`config.mk`:
```
export PLATFORM = sky130hd
export DESIGN_NAME = irq_controller
export DESIGN_NICKNAME = d
export VERILOG_FILES = /design/src/rtl/riscv_pkg.sv /design/src/rtl/irq_prio_enc.sv /design/src/rtl/irq_controller.sv
export SDC_FILE = /design/constraint.sdc
export NUM_CORES = 1
export LEC_CHECK = 0
export CAP_MARGIN = 20
export CORE_MARGIN = 2
export CORE_UTILIZATION = 34
export CTS_CLUSTER_DIAMETER = 120
export DETAILED_ROUTE_END_ITERATION = 10
export HOLD_SLACK_MARGIN = 0.02
export PLACE_DENSITY = 0.79
export SYNTH_ARGS = -nofsm -noshare
export SYNTH_HDL_FRONTEND = slang
export SYNTH_SLANG_ARGS = --single-unit
```
`constraint.sdc`:
```
create_clock -name clk_i -period 1.6 [get_ports clk_i]
set_input_delay 0.32 -clock clk_i [delete_from_list [all_inputs] [get_ports clk_i]]
set_output_delay 0.32 -clock clk_i [all_outputs]
set_load 0.02 [all_outputs]
```
`src/rtl/riscv_pkg.sv`:
```
// Shared trap-path types and constants for the single-cycle RISC-V core.
// Pure declarations: no latency, no flow control.
package riscv_pkg;

   typedef enum logic [1:0] {
      IRQ_IDLE = 2'd0,
      IRQ_ARM  = 2'd1,
      IRQ_BUSY = 2'd2
   } irq_state_t;

   localparam int IRQ_CAUSE_BASE = 16;
   localparam int MCAUSE_INT_BIT = 31;

   function automatic logic [31:0] irq_mcause(input int base, input int idx);
      logic [31:0] c;
      c = 32'(base + idx);
      c[MCAUSE_INT_BIT] = 1'b1;
      return c;
   endfunction

endpackage

```
`src/rtl/irq_prio_enc.sv`:
```
// Lowest-index-first priority encoder over the pending interrupt vector.
// Purely combinational (zero latency); no flow control.
module irq_prio_enc #(
   parameter int N    = 16,
   parameter int IDXW = 4
) (
   input  logic [N-1:0]    req,
   output logic [IDXW-1:0] idx,
   output logic            vld
);

   // Scanning downward leaves the lowest set bit as the final winner.
   always_comb begin
      idx = '0;
      vld = 1'b0;
      for (int k = N - 1; k >= 0; k--) begin
         if (req[k]) begin
            idx = IDXW'(k);
            vld = 1'b1;
         end
      end
   end

endmodule

```
`src/rtl/irq_controller.sv`:
```
// Machine-mode interrupt controller: fixed-priority arbitration, trap request, mret acknowledge.
// 1-cycle request-to-irq_o; stall_i holds entry/return commit. IRQ_PENDING_LATCH_EN adds edge-latched pending bits.
module irq_controller
   import riscv_pkg::*;
#(
   parameter int N_IRQ      = 16,
   parameter int CAUSE_BASE = IRQ_CAUSE_BASE
) (
   input  logic             clk_i,
   input  logic             rst_i,
   input  logic             stall_i,
   input  logic             exception_i,
   input  logic             mret_i,
   input  logic [N_IRQ-1:0] mie_i,
   input  logic [N_IRQ-1:0] irq_req_i,
   output logic             irq_o,
   output logic [31:0]      irq_cause_o,
   output logic [N_IRQ-1:0] irq_ret_o
);

   localparam int IDXW = (N_IRQ > 1) ? $clog2(N_IRQ) : 1;

   irq_state_t       state;
   logic             exc_h;
   logic [IDXW-1:0]  idx;
   logic             irq_q;
   logic [N_IRQ-1:0] ret_q;
   logic [N_IRQ-1:0] pend_vec;
   logic [N_IRQ-1:0] cand_vec;
   logic [N_IRQ-1:0] ack_vec;
   logic [IDXW-1:0]  enc_idx;
   logic             enc_vld;
   logic             commit_ok;

`ifdef IRQ_PENDING_LATCH_EN
   logic [N_IRQ-1:0] req_q;
   logic [N_IRQ-1:0] pend_q;
   logic [N_IRQ-1:0] rise_vec;

   assign rise_vec = irq_req_i & ~req_q;

   always_ff @(posedge clk_i or posedge rst_i) begin
      if (rst_i) begin
         req_q  <= '0;
         pend_q <= '0;
      end else begin
         req_q  <= irq_req_i;
         pend_q <= (pend_q & ~ret_q) | rise_vec;
      end
   end

   // A fresh edge is visible in the same cycle so latency matches the level-sensitive build.
   assign pend_vec = (pend_q | rise_vec) & mie_i;
`else
   assign pend_vec = irq_req_i & mie_i;
`endif

   // The line being acknowledged is still asserted this cycle; don't retake it on the ack.
   assign cand_vec  = pend_vec & ~ret_q;
   assign commit_ok = ~stall_i;

   irq_prio_enc #(
      .N    (N_IRQ),
      .IDXW (IDXW)
   ) u_prio_enc (
      .req (cand_vec),
      .idx (enc_idx),
      .vld (enc_vld)
   );

   always_comb begin
      ack_vec = '0;
      for (int k = 0; k < N_IRQ; k++) begin
         ack_vec[k] = (idx == IDXW'(k));
      end
   end

   // Exception-in-progress flag: the next committed mret belongs to the exception handler.
   always_ff @(posedge clk_i or posedge rst_i) begin
      if (rst_i) begin
         exc_h <= 1'b0;
      end else if (exception_i && commit_ok) begin
         exc_h <= 1'b1;
      end else if (mret_i && commit_ok && exc_h) begin
         exc_h <= 1'b0;
      end
   end

   always_ff @(posedge clk_i or posedge rst_i) begin
      if (rst_i) begin
         state <= IRQ_IDLE;
         idx   <= '0;
         irq_q <= 1'b0;
         ret_q <= '0;
      end else begin
         ret_q <= '0;
         case (state)
            IRQ_IDLE: begin
               if (enc_vld && !exc_h && !exception_i) begin
                  idx   <= enc_idx;
                  irq_q <= 1'b1;
                  state <= IRQ_ARM;
               end
            end
            IRQ_ARM: begin
               if (exception_i) begin
                  irq_q <= 1'b0;
                  state <= IRQ_IDLE;
               end else if (commit_ok) begin
                  irq_q <= 1'b0;
                  state <= IRQ_BUSY;
               end
            end
            IRQ_BUSY: begin
               if (mret_i && commit_ok && !exc_h) begin
                  ret_q <= ack_vec;
                  state <= IRQ_IDLE;
               end
            end
            default: begin
               irq_q <= 1'b0;
               state <= IRQ_IDLE;
            end
         endcase
      end
   end

   // An exception in ARM pre-empts the entry within the same cycle.
   assign irq_o       = irq_q & ~exception_i;
   assign irq_cause_o = irq_o ? irq_mcause(CAUSE_BASE, int'(idx)) : 32'd0;
   assign irq_ret_o   = ret_q;

endmodule
```
Word level (Yosys, flattened, before mapping)

Cells that the tools add are included.

$add $sub $neg: 1
Equal/unequal tests: 20
Mux-type cells: 46
Bitwise logic cells: 7
Reduce and logical (&&, ||, !) cells: 14

Operators by type and width:

| cell                                           | count |
|---|---|
| 2-to-1 mux 4 bit                               | 16 |
| AND 16 bit                                     | 2 |
| == test 4 bit (second input constant)          | 8 |
| 2-to-1 mux 16 bit                              | 2 |
| 2-to-1 mux 32 bit                              | 1 |
| 2-to-1 mux 1 bit                               | 21 |
| == test 4 x 3 -> 1 bit (second input constant) | 4 |
| inverter 16 bit                                | 1 |
| == test 4 x 2 -> 1 bit (second input constant) | 2 |
| 2-to-1 mux 2 bit                               | 4 |
| adder 5 x 4 -> 6 bit (first input constant)    | 1 |
| logical AND 1 bit                              | 6 |
| case mux 2 bit (3 select lines)                | 1 |
| AND reduction 3 bit                            | 2 |
| == test 4 x 1 -> 1 bit (second input constant) | 1 |
| zero test 4 bit                                | 1 |
| inequality test 2 bit (second input constant)  | 2 |
| inequality test 3 bit (second input constant)  | 1 |
| inverter 1 bit                                 | 3 |
| case mux 1 bit (3 select lines)                | 1 |
| == test 2 x 1 -> 1 bit (second input constant) | 1 |
| == test 2 bit (second input constant)          | 1 |
| zero test 1 bit                                | 2 |
| zero test 2 bit                                | 1 |
| 3 further kinds                                | 3 |

Register bits: 24
Word-level logic and storage cells: 93

Logic depth before layout (Yosys ltp)

Depth in word-level cells: 22
Depth in mapped cells: 5
Depth with buffers taken out: 5

By module

A second synthesis with hierarchy kept.

Cells, all modules: 173
Area, all modules: 1496.4 um2

By module, submodules not included:

| module         | times used | cells each | area each (um2) | sequential area each (um2) |
|---|---|---|---|---|
| irq_controller | 1          | 140        | 1317.5          | 600.6 |
| irq_prio_enc   | 1          | 33         | 178.9           | 0.0 |

Worst setup path after synthesis

Ideal clock, no wire load.

Path type: reg2reg
From: register ret_q[7] (netlist: irq_ret_o[7])
To: register idx[0]
Library setup time: 0.125 ns
Arrival: 1.519 ns
Setup slack: -0.044 ns
Stages on the path, launching flop included: 5
Buffers on the path: 0
Path through: dfrtp_1 and3b_4 nor4_4 a41oi_4 mux2_4

Word-level cells in the longest chain between the ends: 13
Elaborated cells between the ends (all ways): 21

Ends and longest elaborated chain:

| item                            | RTL line              | RTL |
|---|---|---|
| start, declared                 | irq_controller.sv:27  | `logic [N_IRQ-1:0] ret_q;` |
| start signal, assigned          | irq_controller.sv:116 | `ret_q <= ack_vec;` |
| inverter 16 bit (*)             | irq_controller.sv:59  | `assign cand_vec = pend_vec & ~ret_q;` |
| AND 16 bit (*)                  | irq_controller.sv:59  |  |
| 2-to-1 mux 1 bit (8 in series)  | irq_prio_enc.sv:17    | `if (req[k]) begin` |
| logical AND 1 bit (2 in series) | irq_controller.sv:99  | `if (enc_vld && !exc_h && !exception_i) begin` |
| AND reduction 2 bit (no line)   | n/a                   |  |
| end signal, assigned            | irq_controller.sv:100 | `idx <= enc_idx;` |
| end, declared                   | irq_controller.sv:25  | `logic [IDXW-1:0] idx;` |

Every way passes the cells marked *; elsewhere a longest branch is shown, timed or not.
A chain may end at the register's enable or synchronous reset.

Worst setup path after layout

From: register ret_q[8] (netlist: irq_ret_o[8])
To: register idx[0]

Word-level cells in the longest chain between the ends: 14
Elaborated cells between the ends (all ways): 23

Ends and longest elaborated chain:

| item                            | RTL line |
|---|---|
| inverter 16 bit (*)             | irq_controller.sv:59 |
| AND 16 bit (*)                  | irq_controller.sv:59 |
| 2-to-1 mux 1 bit (9 in series)  | irq_prio_enc.sv:17 |
| logical AND 1 bit (2 in series) | irq_controller.sv:99 |
| AND reduction 2 bit (no line)   | n/a |

Marks and branches as above.

==> flow_summary_export.csv <==
group,metric,value,unit
placed_design,post-dp-hpwl,2936,um
critical_path,cp-start-kind,"register",
sta,max_clock_freq,608.7,MHz
critical_path,critical_path_buf_inv_count,0,
synthesis,netlist_instances,159,
job,timing.max_cap.violations,0,
sta,final_hold_viol_count,0,
power_and_ir_drop,power.ir.vdd_worst,0.4169,mV
synthesis,synth.cells.most_frequent,"buf_4, nor2_1, dfrtp_1, nand2_1, nand3b_1",
critical_path,crit_path_max_cell_delay,0.40,ns
drt,routed_wire_length,3734,um
critical_path,worstPathRequired,1.75,ns
placed_design,placed_area,0.002155,sq mm
layout,layout_stage_area_growth_over_the_synthesis_result,56.81,%
global_route,grt_start_max_net_pins,25,
synthesis,post_synth_num_cell_types,29,
layout,fillCellCount,373,
power_and_ir_drop,p_leak,1.140,nW
critical_path,worstSetupPathType,"register to register",
clock_network,cts_clock_pin_slew_for_the_worst_setup_and_hold_paths,0.08,ns
critical_path,worst-endpoint-arrival,1.80,ns
synthesis,dominantRegCellSynth,"dfrtp_1",
placed_design,routability_driven_placement_congestion_ratio,0.8614,
sta,grt_setup_unrepaired,"yes",
layout,post_route_cells_drive_above_1_share,22.45,%
hold_path,min-delay-path-class,"input port to async pin",
critical_path,worstReg2RegStart,"irq_ret_o[8]",
sta,postLayoutSetupSlackWorst,-0.04292,ns
synthesis,synth-seq-area-share,41.38,%
die,io_pins,86,
critical_path,kind_of_capture_point_of_the_worst_setup_path,"register",
die,fp.dieArea,0.004807,sq mm
clock_network,clkLatencyLatePin,0.26,ns
placed_design,place.port_buffers,59,
drt,drc_errors,0,
sta,finalCritPeriodShare,102.7,%
sta,layout_min_cycle_time,1.643,ns
layout,final_instance_count_excl_fillers,295,
critical_path,crit_slowest_cell,"dfrtp_1",
clock_network,cts_tree,"done",
critical_path,critical-path-top-delay-family,"simple AND/OR/NAND/NOR gates",
synthesis,syn-mean-instance-area,9.128,sq um
sta,fin_skew,0.004288,ns
layout,inserted_diodes,0,
sta,number_of_setup_violations_in_the_final_report,3,
synthesis,synth_seq_cells,24,
layout,design_area,0.002276,sq mm
synthesis,most_frequent_cell_after_synthesis,"buf_4",
die,core.rowCount,23,
synthesis,netlist_area,0.001451,sq mm
drt,via_per_inst,4.590,
synthesis,area_share_of_the_largest_cell_type_after_synthesis,41.38,%
critical_path,worstPathCellList,"nand3b_1 -> and4_4 -> a41oi_4 -> mux2_4",
drt,detailedRoute.firstPassIterationCount,4,
critical_path,worstRegToRegCells,4,
synthesis,ys.warnings.count,0,
die,coreArea,0.004058,sq mm
global_route,grt_first_pass_wirelength,5961,um
critical_path,critical_path.max_fanout,5,
clock_network,cts.htree.levels,1,
clock_network,postCtsHoldBufs,0,
critical_path,reg2reg_setup_slack,-0.04,ns
sta,drv_slew,0,
synthesis,synth_enable_flop_cells,0,
die,initial_core_util,35.77,%
clock_network,clock_tree.root_cell,"clkbuf_8",
drt,detailedRoute.firstIterationViolations,44,
layout,design.final.nets,283,
clock_network,clock_path_buffers,2,
drt,wl_per_cell,12.66,um
synthesis,synth-async-reset-ratio,100.0,%
global_route,grt_antenna_before_repair,0,
die,die_width,69.34,um
placed_design,placed_instance_count,287,
power_and_ir_drop,pwr_dens,834.3,mW/mm^2
drt,antenna_left,0,
global_route,number_of_global_route_vias_before_repair,1281,
clock_network,cts-buffers-inserted,3,
outcome,failed_checks,"setup timing",
synthesis,post_synth_top_area_cell,"dfrtp_1",
global_route,gr-total-overflow,0,
clock_network,clock-sinks,24,
outcome,status,"complete, but fails checks",
critical_path,stages_on_worst_setup_path,4,
synthesis,synth.area.top_cells,"dfrtp_1, buf_4, nand3b_1, nor2_1, nand2_1",
drt,dr_total_vias,1354,
die,chipHeight,69.34,um
critical_path,critical_path.reg2reg.endpoint,"idx[0]",
global_route,gr-usage-all-layers,15.14,%
==> timing repair <==
item,CTS,global route
pin swaps,6,6
endpoints found under the setup margin,11,17
buffers inserted,3,1
gates resized for setup,41,18
==> metal layers <==
layer	part of all wire, %	track usage (%)
met5	0	0
met4	1.1	3.922
met3	6.2	3.343
met2	50	26.60
met1	43	18.70
==> flip-flops by register name, summed over array words and instances, names as in the netlist <==
name / flops
irq_ret_o: 16
idx: 4
state: 2
exc_h: 1
irq_q: 1
==> logic make-up (layout without fill, tap and decap cells) <==
logic type | after synthesis | in the layout | share of synthesized area (%)
mux | 1 | 1 | 1.034
other cells | 1 | 26 | 0.2584
buf+inv | 32 | 93 | 15.52
simple gates | 84 | 84 | 32.93
compound gates | 17 | 17 | 8.880
flops | 24 | 24 | 41.38
==> how the worst max path moves through the flow <==
stage,to,slack (ns),start
2_1_floorplan,idx[0],-0.04,irq_ret_o[7]
3_3_place_gp,irq_cause_o[1],-0.49,exception_i
3_5_place_dp,irq_cause_o[1],-0.51,exception_i
4_1_cts,idx[0],-0.02,irq_ret_o[7]
5_1_grt,state[0],-0.10,irq_ret_o[7]
6_report,idx[0],-0.04,irq_ret_o[8]
==> placed cells by master, fill, tap and decap left out, types with 2 or more instances in the layout <==
cell and count:
clkbuf_8 4, nand2b_1 3, and4_4 3, and2_1 5, buf_2 6, buf_6 3, nor4_1 2, nor2b_1 2
nor2_1 23, nand3b_1 14, clkdlybuf4s50_1 39, dfrtp_1 23, buf_4 23, inv_1 4, nand3_1 4, and3b_4 2
a21oi_1 6, dlymetal6s2s_1 7, and3b_1 2, dlygate4sd2_1 6, nand2_1 15, conb_1 26
==> where the power goes <==
part	internal, W	total [W]	switching [W]
clock network	0.000219	0.000396	0.000176
registers	0.000681	0.000754	0.0000729
logic	0.000367	0.000749	0.000382
==> per-stage QoR <==
step                power [W]  TNS (ns)  util [%]  hold WS [ns]  worst slack (ns)
floorplan            0.001188  -0.03525         -        0.3346          -0.03525
global placement     0.001464    -5.012     53.10        0.4634           -0.4925
detailed placement   0.001470    -5.357     53.10        0.4635           -0.5055
CTS                  0.001847  -0.03998     54.55        0.4047          -0.02379
global route         0.001999   -0.3853     56.09        0.4642           -0.1005
finish               0.001899  -0.08624     56.09        0.3917          -0.04292
==> cell type report <==
type                    instances  area, sq um  area share, %
repair buffers                 85        778.2          34.19
well taps                      50        62.56          2.749
clock buffers                   4        55.05          2.419
inverters                       4        15.01         0.6597
flip-flops and latches         24        601.8          26.44
multi-input cells             128        763.2          33.53
==> worst reg2reg max path, stage by stage, from the launching register on <==
cell and delay (ns):
dfrtp_1 0.40, nand3b_1 0.24, and4_4 0.25, a41oi_4 0.33, mux2_4 0.33
No activity file was read; power rests on OpenSTA's default activity.
